$ cat config.mk
export PLATFORM = sky130hd
export DESIGN_NAME = counter_mod_updown_flat
export DESIGN_NICKNAME = d
export VERILOG_FILES = /design/src/rtl/counter_mod_updown_pkg.sv /design/src/rtl/counter_mod_updown_if.sv /design/src/rtl/counter_mod_updown_next.sv /design/src/rtl/counter_mod_updown.sv /design/src/flat_wrapper.sv
export SDC_FILE = /design/constraint.sdc
export NUM_CORES = 1
export LEC_CHECK = 0
export BUFFER_PORTS_ARGS = -buffer_cell sky130_fd_sc_hd__buf_2
export CAP_MARGIN = 10
export CORE_UTILIZATION = 35
export CTS_CLUSTER_DIAMETER = 100
export CTS_CLUSTER_SIZE = 28
export DETAILED_ROUTE_END_ITERATION = 16
export SYNTH_ARGS = -nofsm -noshare
export SYNTH_HDL_FRONTEND = slang
export SYNTH_SLANG_ARGS = --single-unit
$ cat constraint.sdc
create_clock -name CLK -period 2.85 [get_ports CLK]
set_clock_uncertainty 0.1 [all_clocks]
set_input_delay 0.57 -clock CLK [delete_from_list [all_inputs] [get_ports CLK]]
set_output_delay 0.57 -clock CLK [all_outputs]
set_load 0.1 [all_outputs]
$ cat src/rtl/counter_mod_updown_pkg.sv
// Shared definitions for the modulo up/down counter family: parameter legality
// and the one-bit headroom used by the next-state compare.
package mantle_counter_pkg;

  // Headroom so O >= MAX stays a plain unsigned compare even when MAX is full scale.
  localparam int EXT_BITS = 1;

  function automatic longint unsigned full_scale(input int width);
    return (64'd1 << width) - 64'd1;
  endfunction

  function automatic bit params_legal(input int width,
                                      input longint unsigned max,
                                      input longint unsigned init);
    return (width >= 1) && (width <= 32) && (max > 0) &&
           (max <= full_scale(width)) && (init <= max);
  endfunction

endpackage

$ cat src/rtl/counter_mod_updown_if.sv
// Control and status bundle of one counter stage. The counter is the slave;
// whoever drives CE/LD/UP/I is the master.
interface counter_mod_updown_if #(
  parameter int WIDTH = 8
);
  logic             CE;
  logic             LD;
  logic             UP;
  logic [WIDTH-1:0] I;
  logic [WIDTH-1:0] O;
  logic             COUT;

  modport master (output CE, LD, UP, I, input O, COUT);
  modport slave  (input CE, LD, UP, I, output O, COUT);
endinterface

$ cat src/rtl/counter_mod_updown_next.sv
// Combinational next-value and wrap indicator for the modulo up/down counter.
// Kept apart from the register so it can be checked on its own.
module counter_mod_next
  import mantle_counter_pkg::*;
#(
  parameter int              WIDTH = 8,
  parameter longint unsigned MAX   = full_scale(WIDTH)
) (
  input  logic [WIDTH-1:0] o,
  input  logic             up,
  input  logic             ce,
  input  logic             ld,
  input  logic [WIDTH-1:0] i,
  output logic [WIDTH-1:0] nxt,
  output logic             cout
);

  localparam int             EXT     = WIDTH + EXT_BITS;
  localparam logic [63:0]    MAX64   = MAX;
  localparam logic [EXT-1:0] MAX_EXT = MAX64[EXT-1:0];

  logic [EXT-1:0] o_ext;
  logic [EXT-1:0] inc_ext;
  logic [EXT-1:0] dec_ext;
  logic [EXT-1:0] nxt_ext;
  logic           at_top;
  logic           at_zero;

  assign o_ext   = {{EXT_BITS{1'b0}}, o};
  assign inc_ext = o_ext + EXT'(1);
  assign dec_ext = o_ext - EXT'(1);
  // Loaded values above MAX also count as "at top" so they wrap to 0 going up.
  assign at_top  = (o_ext >= MAX_EXT);
  assign at_zero = (o == '0);

  always_comb begin
    nxt_ext = o_ext;
    if (ld) begin
      nxt_ext = {{EXT_BITS{1'b0}}, i};
    end else if (ce) begin
      if (up) nxt_ext = at_top  ? '0      : inc_ext;
      else    nxt_ext = at_zero ? MAX_EXT : dec_ext;
    end
  end

  assign nxt  = nxt_ext[WIDTH-1:0];
  assign cout = ce & ~ld & ((up & at_top) | (~up & at_zero));

  // Wrap selection never leaves anything in the headroom bit.
  always_comb assert (nxt_ext[EXT-1:WIDTH] == '0);

endmodule

$ cat src/rtl/counter_mod_updown.sv
// Parametrised modulo up/down counter with load, enable and async reset.
// Holds only the register; next-state logic lives in counter_mod_next.
module counter_mod_updown
  import mantle_counter_pkg::*;
#(
  parameter int              WIDTH = 8,
  parameter longint unsigned MAX   = full_scale(WIDTH),
  parameter longint unsigned INIT  = 0
) (
  input  logic                 CLK,
  input  logic                 ASYNCRESETN,
  counter_mod_updown_if.slave  bus
);

  if (!params_legal(WIDTH, MAX, INIT)) begin : g_param_check
    $error("counter_mod_updown: illegal WIDTH/MAX/INIT combination");
  end

  localparam logic [63:0]      INIT64 = INIT;
  localparam logic [WIDTH-1:0] INIT_W = INIT64[WIDTH-1:0];

  logic [WIDTH-1:0] count;
  logic [WIDTH-1:0] count_nxt;

  counter_mod_next #(
    .WIDTH (WIDTH),
    .MAX   (MAX)
  ) u_next (
    .o    (count),
    .up   (bus.UP),
    .ce   (bus.CE),
    .ld   (bus.LD),
    .i    (bus.I),
    .nxt  (count_nxt),
    .cout (bus.COUT)
  );

  always_ff @(posedge CLK or negedge ASYNCRESETN) begin
    if (!ASYNCRESETN) count <= INIT_W;
    else              count <= count_nxt;
  end

  assign bus.O = count;

endmodule

$ cat src/flat_wrapper.sv
// flat-port wrapper written by rule: the top's interface ports become plain ports
module counter_mod_updown_flat import mantle_counter_pkg::*;
#(
  parameter int              WIDTH = 8,
  parameter longint unsigned MAX   = full_scale(WIDTH),
  parameter longint unsigned INIT  = 0
)
  (CLK, ASYNCRESETN, bus_CE, bus_LD, bus_UP, bus_I, bus_O, bus_COUT);
  counter_mod_updown_if #(.WIDTH(WIDTH)) bus_i ();
  input  logic CLK;
  input  logic ASYNCRESETN;
  input wire logic [$bits(bus_i.CE)-1:0] bus_CE;
  input wire logic [$bits(bus_i.LD)-1:0] bus_LD;
  input wire logic [$bits(bus_i.UP)-1:0] bus_UP;
  input wire logic [$bits(bus_i.I)-1:0] bus_I;
  output wire logic [$bits(bus_i.O)-1:0] bus_O;
  output wire logic [$bits(bus_i.COUT)-1:0] bus_COUT;
  assign bus_i.CE = bus_CE;
  assign bus_i.LD = bus_LD;
  assign bus_i.UP = bus_UP;
  assign bus_i.I = bus_I;
  assign bus_O = bus_i.O;
  assign bus_COUT = bus_i.COUT;
  counter_mod_updown #(.WIDTH(WIDTH), .MAX(MAX), .INIT(INIT)) u_core (.CLK(CLK), .ASYNCRESETN(ASYNCRESETN), .bus(bus_i));
endmodule
### Word-level counts from Yosys, hierarchy flattened

Cells that the tools add are included.

* add/subtract/negate cells: 2
* $mul: 0
* div/mod/pow operators: 0
* order comparisons: 1
* equality and inequality tests: 0
* shifts and indexed selects: 0
* muxes and demuxes: 5
* bitwise logic cells: 7
* reduce and logical (&&, ||, !) cells: 2

Operators with widths (number)
* two-way mux 8 bit: 5
* adder 8 x 1 -> 8 bit, second input constant: 1
* greater-or-equal comparator 8 bit, second input constant: 1
* logical NOT 8 bit: 1
* subtractor 8 x 1 -> 8 bit, second input constant: 1
* AND 1 bit: 4
* NOT 1 bit: 2
* nonzero test 2 bit: 1
* bitwise OR 1 bit: 1

* register bits after elaboration: 8
* bits in latches: 0
* RAM bits: 0
* memory bits (read-only): 0
* input bits: 13
* word-level logic and storage cells: 18
* memories: 0

### Longest topological paths before layout

* word-level depth: 5
* mapped depth: 7
* gate-level depth less buffers: 7

### By module

From an unflattened synthesis, not the netlist that was laid out.

* cells, all modules: 110
* area, all modules: 919.6 um2

Modules (own cells, without submodules)
* counter_mod_next: times used 1, cells an instance 102, area each 719.4 um2
* counter_mod_updown: times used 1, cells an instance 8, area each 200.2 um2

### Worst setup path before layout

No wires, ideal clock.

* kind: reg-to-output
* start point: register u_core.count[0] (netlist: u_core.bus.O[0])
* end point: output bus_COUT
* arrival time: 4.065 ns
* required time: 2.180 ns
* path slack: -1.885 ns
* cell stages (with the launch flop): 7
* cells stage by stage: dfrtp_1 -> inv_1 -> ha_1 -> or4b_4 -> nor4_4 -> mux2i_1 -> nor3_1

* cells in the longest elaborated chain, start to end: 4

Ends and longest elaborated chain
* from (decl): RTL line counter_mod_updown.sv:22 `logic [WIDTH-1:0] count;`
* from (signal assigned): RTL line counter_mod_updown.sv:40 `else count <= count_nxt;`
* greater-or-equal comparator 8 bit / logical NOT 8 bit (equally long branches): RTL line counter_mod_updown_next.sv:33, counter_mod_updown_next.sv:34
* AND 1 bit: RTL line counter_mod_updown_next.sv:47 `assign cout = ce & ~ld & ((up & at_top) | (~up & at_zero));`
* bitwise OR 1 bit *: RTL line counter_mod_updown_next.sv:47
* AND 1 bit *: RTL line counter_mod_updown_next.sv:47
* to (decl): RTL line flat_wrapper.sv:17 `output wire logic [$bits(bus_i.COUT)-1:0] bus_COUT;`

Every way passes the cells marked *; elsewhere a longest branch is shown, timed or not.

### Worst setup path in the final report

Ends and elaborated chain as after synthesis.

==> results.md <==
* Largest net degree at the start of global routing at 19
* Vias at 978
* Top post-synthesis cells by area: dfrtp_1 24%, nor2_1 6.7%, nand2_1 4.9%
* Clk_lat worst skew at 0.28 ns
* Status: finished, violations left
* Commonest non-fill, non-tap cell in the layout: buf_2
* GRT Util Overall at 22.8%
* Overall power at 0.534 mW
* Crit end category: output pin
* YS warnings at 0
* Max_slew headroom at 63.8%
* Number of global-route vias before repair at 887
* Distinct cells, synth at 43
* Reg2Reg Depth at 8
* Hold_buf cts at 0
* Gpl congestion at 0.939
* Die footprint at 0.00259 mm2
* Max reg flops at 8
* Drt drc at 0
* Final setup viols at 1
* Worst r2r dst: u_core.bus.O[5]
* Clock-pin slew on the worst setup and hold paths at 0.07 ns
* Post-route ant nets at 0
* Worst setup SP type: flip-flop
* Synthesized area at 837 um2
* Final period utilization at 100%
* Cell leakage power at 0.447 nW
* Cell Pwr Density at 498 mW/mm2
* Max Cap Viol at 0
* Sequential area share after synthesis at 23.9%
* R2R Path Start: u_core.bus.O[1]
* Routed WL at 2690 um
* Flop-to-flop setup slack at 0.71 ns
* Largest area contributor in the netlist: dfrtp_1
* CTS tree: yes
* Worst EP required at 2.18 ns
* Iter 0 DRT Violations at 42
* IO Pins at 22
* Syn_area_per_cell at 7.34 um2
* Share of the synthesized area in the top cell type at 23.9%
* Area grow syn2layout at 28.1%
* Cts bufs inserted at 3
* # rows at 17
* Worst hold slack at 0.0363 ns
* WP data arrival at 2.18 ns
* Final Max Slew Viols at 0
* Flops & latches, synth at 8
* RSZ-0062 raised after global routing: yes
* Post-synthesis cell count at 114
* Post-synth EDFFs at 0
* Fin. Hold Viols at 0
* Leading register cell type out of synthesis: dfrtp_1
* First-pass GRT wire length at 4200 um
* Via-to-Cell Ratio at 5.89
* Total Nets Final at 155
* Clock sinks at 8
* Grt total ovfl at 0
* Fin worst setup slack at -0.00233 ns
* Worst Max-Slew Pin Slew at 0.539 ns
* Failing checks: negative setup slack
* Initial antenna violation count at 0
* CTS max path bufs at 2
* Detailed Place HPWL at 1730 um
* FMAX at 351 MHz
* Starting Density at 37.5%
* Layout cells sized above 1 at 34.1%
* Chip Height at 50.9 um
* Number of port buffers at 21
* Final TNS setup at -0.00233 ns
* H-tree depth at 1
* Die span in x at 50.9 um
* Antenna Cells at 0
* VDD IR max at 231 uV
* Root Buffer: clkbuf_4
* Async SR Flop Fraction at 100%
* CP Class: reg -> out
* Most frequent cells in the layout: 20 x buf_2, 15 x nor2_1, 11 x nand2_1
* CP max FO at 7
* Pre-Repair DR Iteration Count at 4
* Core Util, Final at 48.0%
* Core area at 0.00223 mm2
* Routed length per instance at 16.2 um
* Worst Hold Class: in -> async
* Net Count, Synth at 130
* Crit path time final at 2.85 ns
==> Yosys cell counts (2+ instances only) <==
cell type	instances
a21oi_1	8
a221o_1	2
buf_1	2
buf_2	4
clkbuf_1	2
dfrtp_1	8
ha_1	3
inv_1	8
nand2_1	11
nand3_1	4
nor2_1	15
nor2b_1	2
nor3_1	7
o21ai_0	6
o31ai_1	2
or3_1	2
xnor2_1	2
==> cells by family after synthesis <==
kind of cell	Yosys count	synth area share, %
XOR/XNOR	3	3.14
AND/OR/NAND/NOR	50	31.5
adder cells (fa/ha/maj)	3	4.48
flip-flops	8	23.9
AO/OA/AOI/OAI	31	25.3
buffers and inverters	17	9.12
multiplexers	2	2.54
==> power by group <==
part | internal, mW | leakage, nW | switching [mW]
registers | 0.130 | 0.0884 | 0.0234
logic | 0.0771 | 0.344 | 0.198
clock network | 0.0542 | 0.0150 | 0.0515
==> area by class of cell <==
class / instances / area [um2]
fillers: 235 / 1160
multi-input cells: 89 / 584
flip-flops and latches: 8 / 211
repair buffers: 29 / 180
inverters: 8 / 35.0
well taps: 28 / 35.0
clock buffers: 4 / 26.3
==> worst max-delay path by stage <==
| stage | startpoint | to | slack [ns] | depth (start not counted) |
|---|---|---|---|---|
| 6_report | u_core.bus.O[0] | bus_COUT | -0.002 | 7 |
| 3_3_place_gp | u_core.bus.O[0] | bus_COUT | 0.16 | 7 |
| 3_5_place_dp | u_core.bus.O[0] | bus_COUT | 0.13 | 7 |
| 2_1_floorplan | u_core.bus.O[0] | bus_COUT | -0.36 | 6 |
| 5_1_grt | u_core.bus.O[1] | bus_COUT | -0.06 | 7 |
| 4_1_cts | u_core.bus.O[1] | bus_COUT | -0.02 | 7 |
==> worst max-delay path, stage by stage (launching register included) <==
cell and delay (ns):
dfrtp_4 0.43, buf_4 0.15, ha_1 0.25, nand3_1 0.20
nor2_1 0.29, mux2i_1 0.17, nor3_4 0.22, buf_12 0.20
==> routing by layer <==
layer  wire (um)  up-vias  GRT usage (%)
li1            -      461              -
met2        1240       65           34.2
met3         263       10           6.55
met4          60        0           13.0
met1        1120      442           28.7
met5           0        -              0
==> repair_timing <==
action,CTS,global route
buffers inserted,6,0
gates resized for setup,3,0
setup endpoints to repair,1,1
hold endpoints to repair,0,0
pin swaps,3,2
==> through the flow <==
| step | setup WS (ns) | instances | area (um2) |
|---|---|---|---|
| CTS | -0.0168 | 166 | 1070 |
| global placement | 0.163 | 156 | 986 |
| global route | -0.0579 | 166 | 1070 |
| finish | -0.00233 | 166 | 1070 |
| floorplan | -0.361 | 114 | 862 |
| detailed placement | 0.133 | 156 | 986 |
Power figures use the tool's default switching activity.
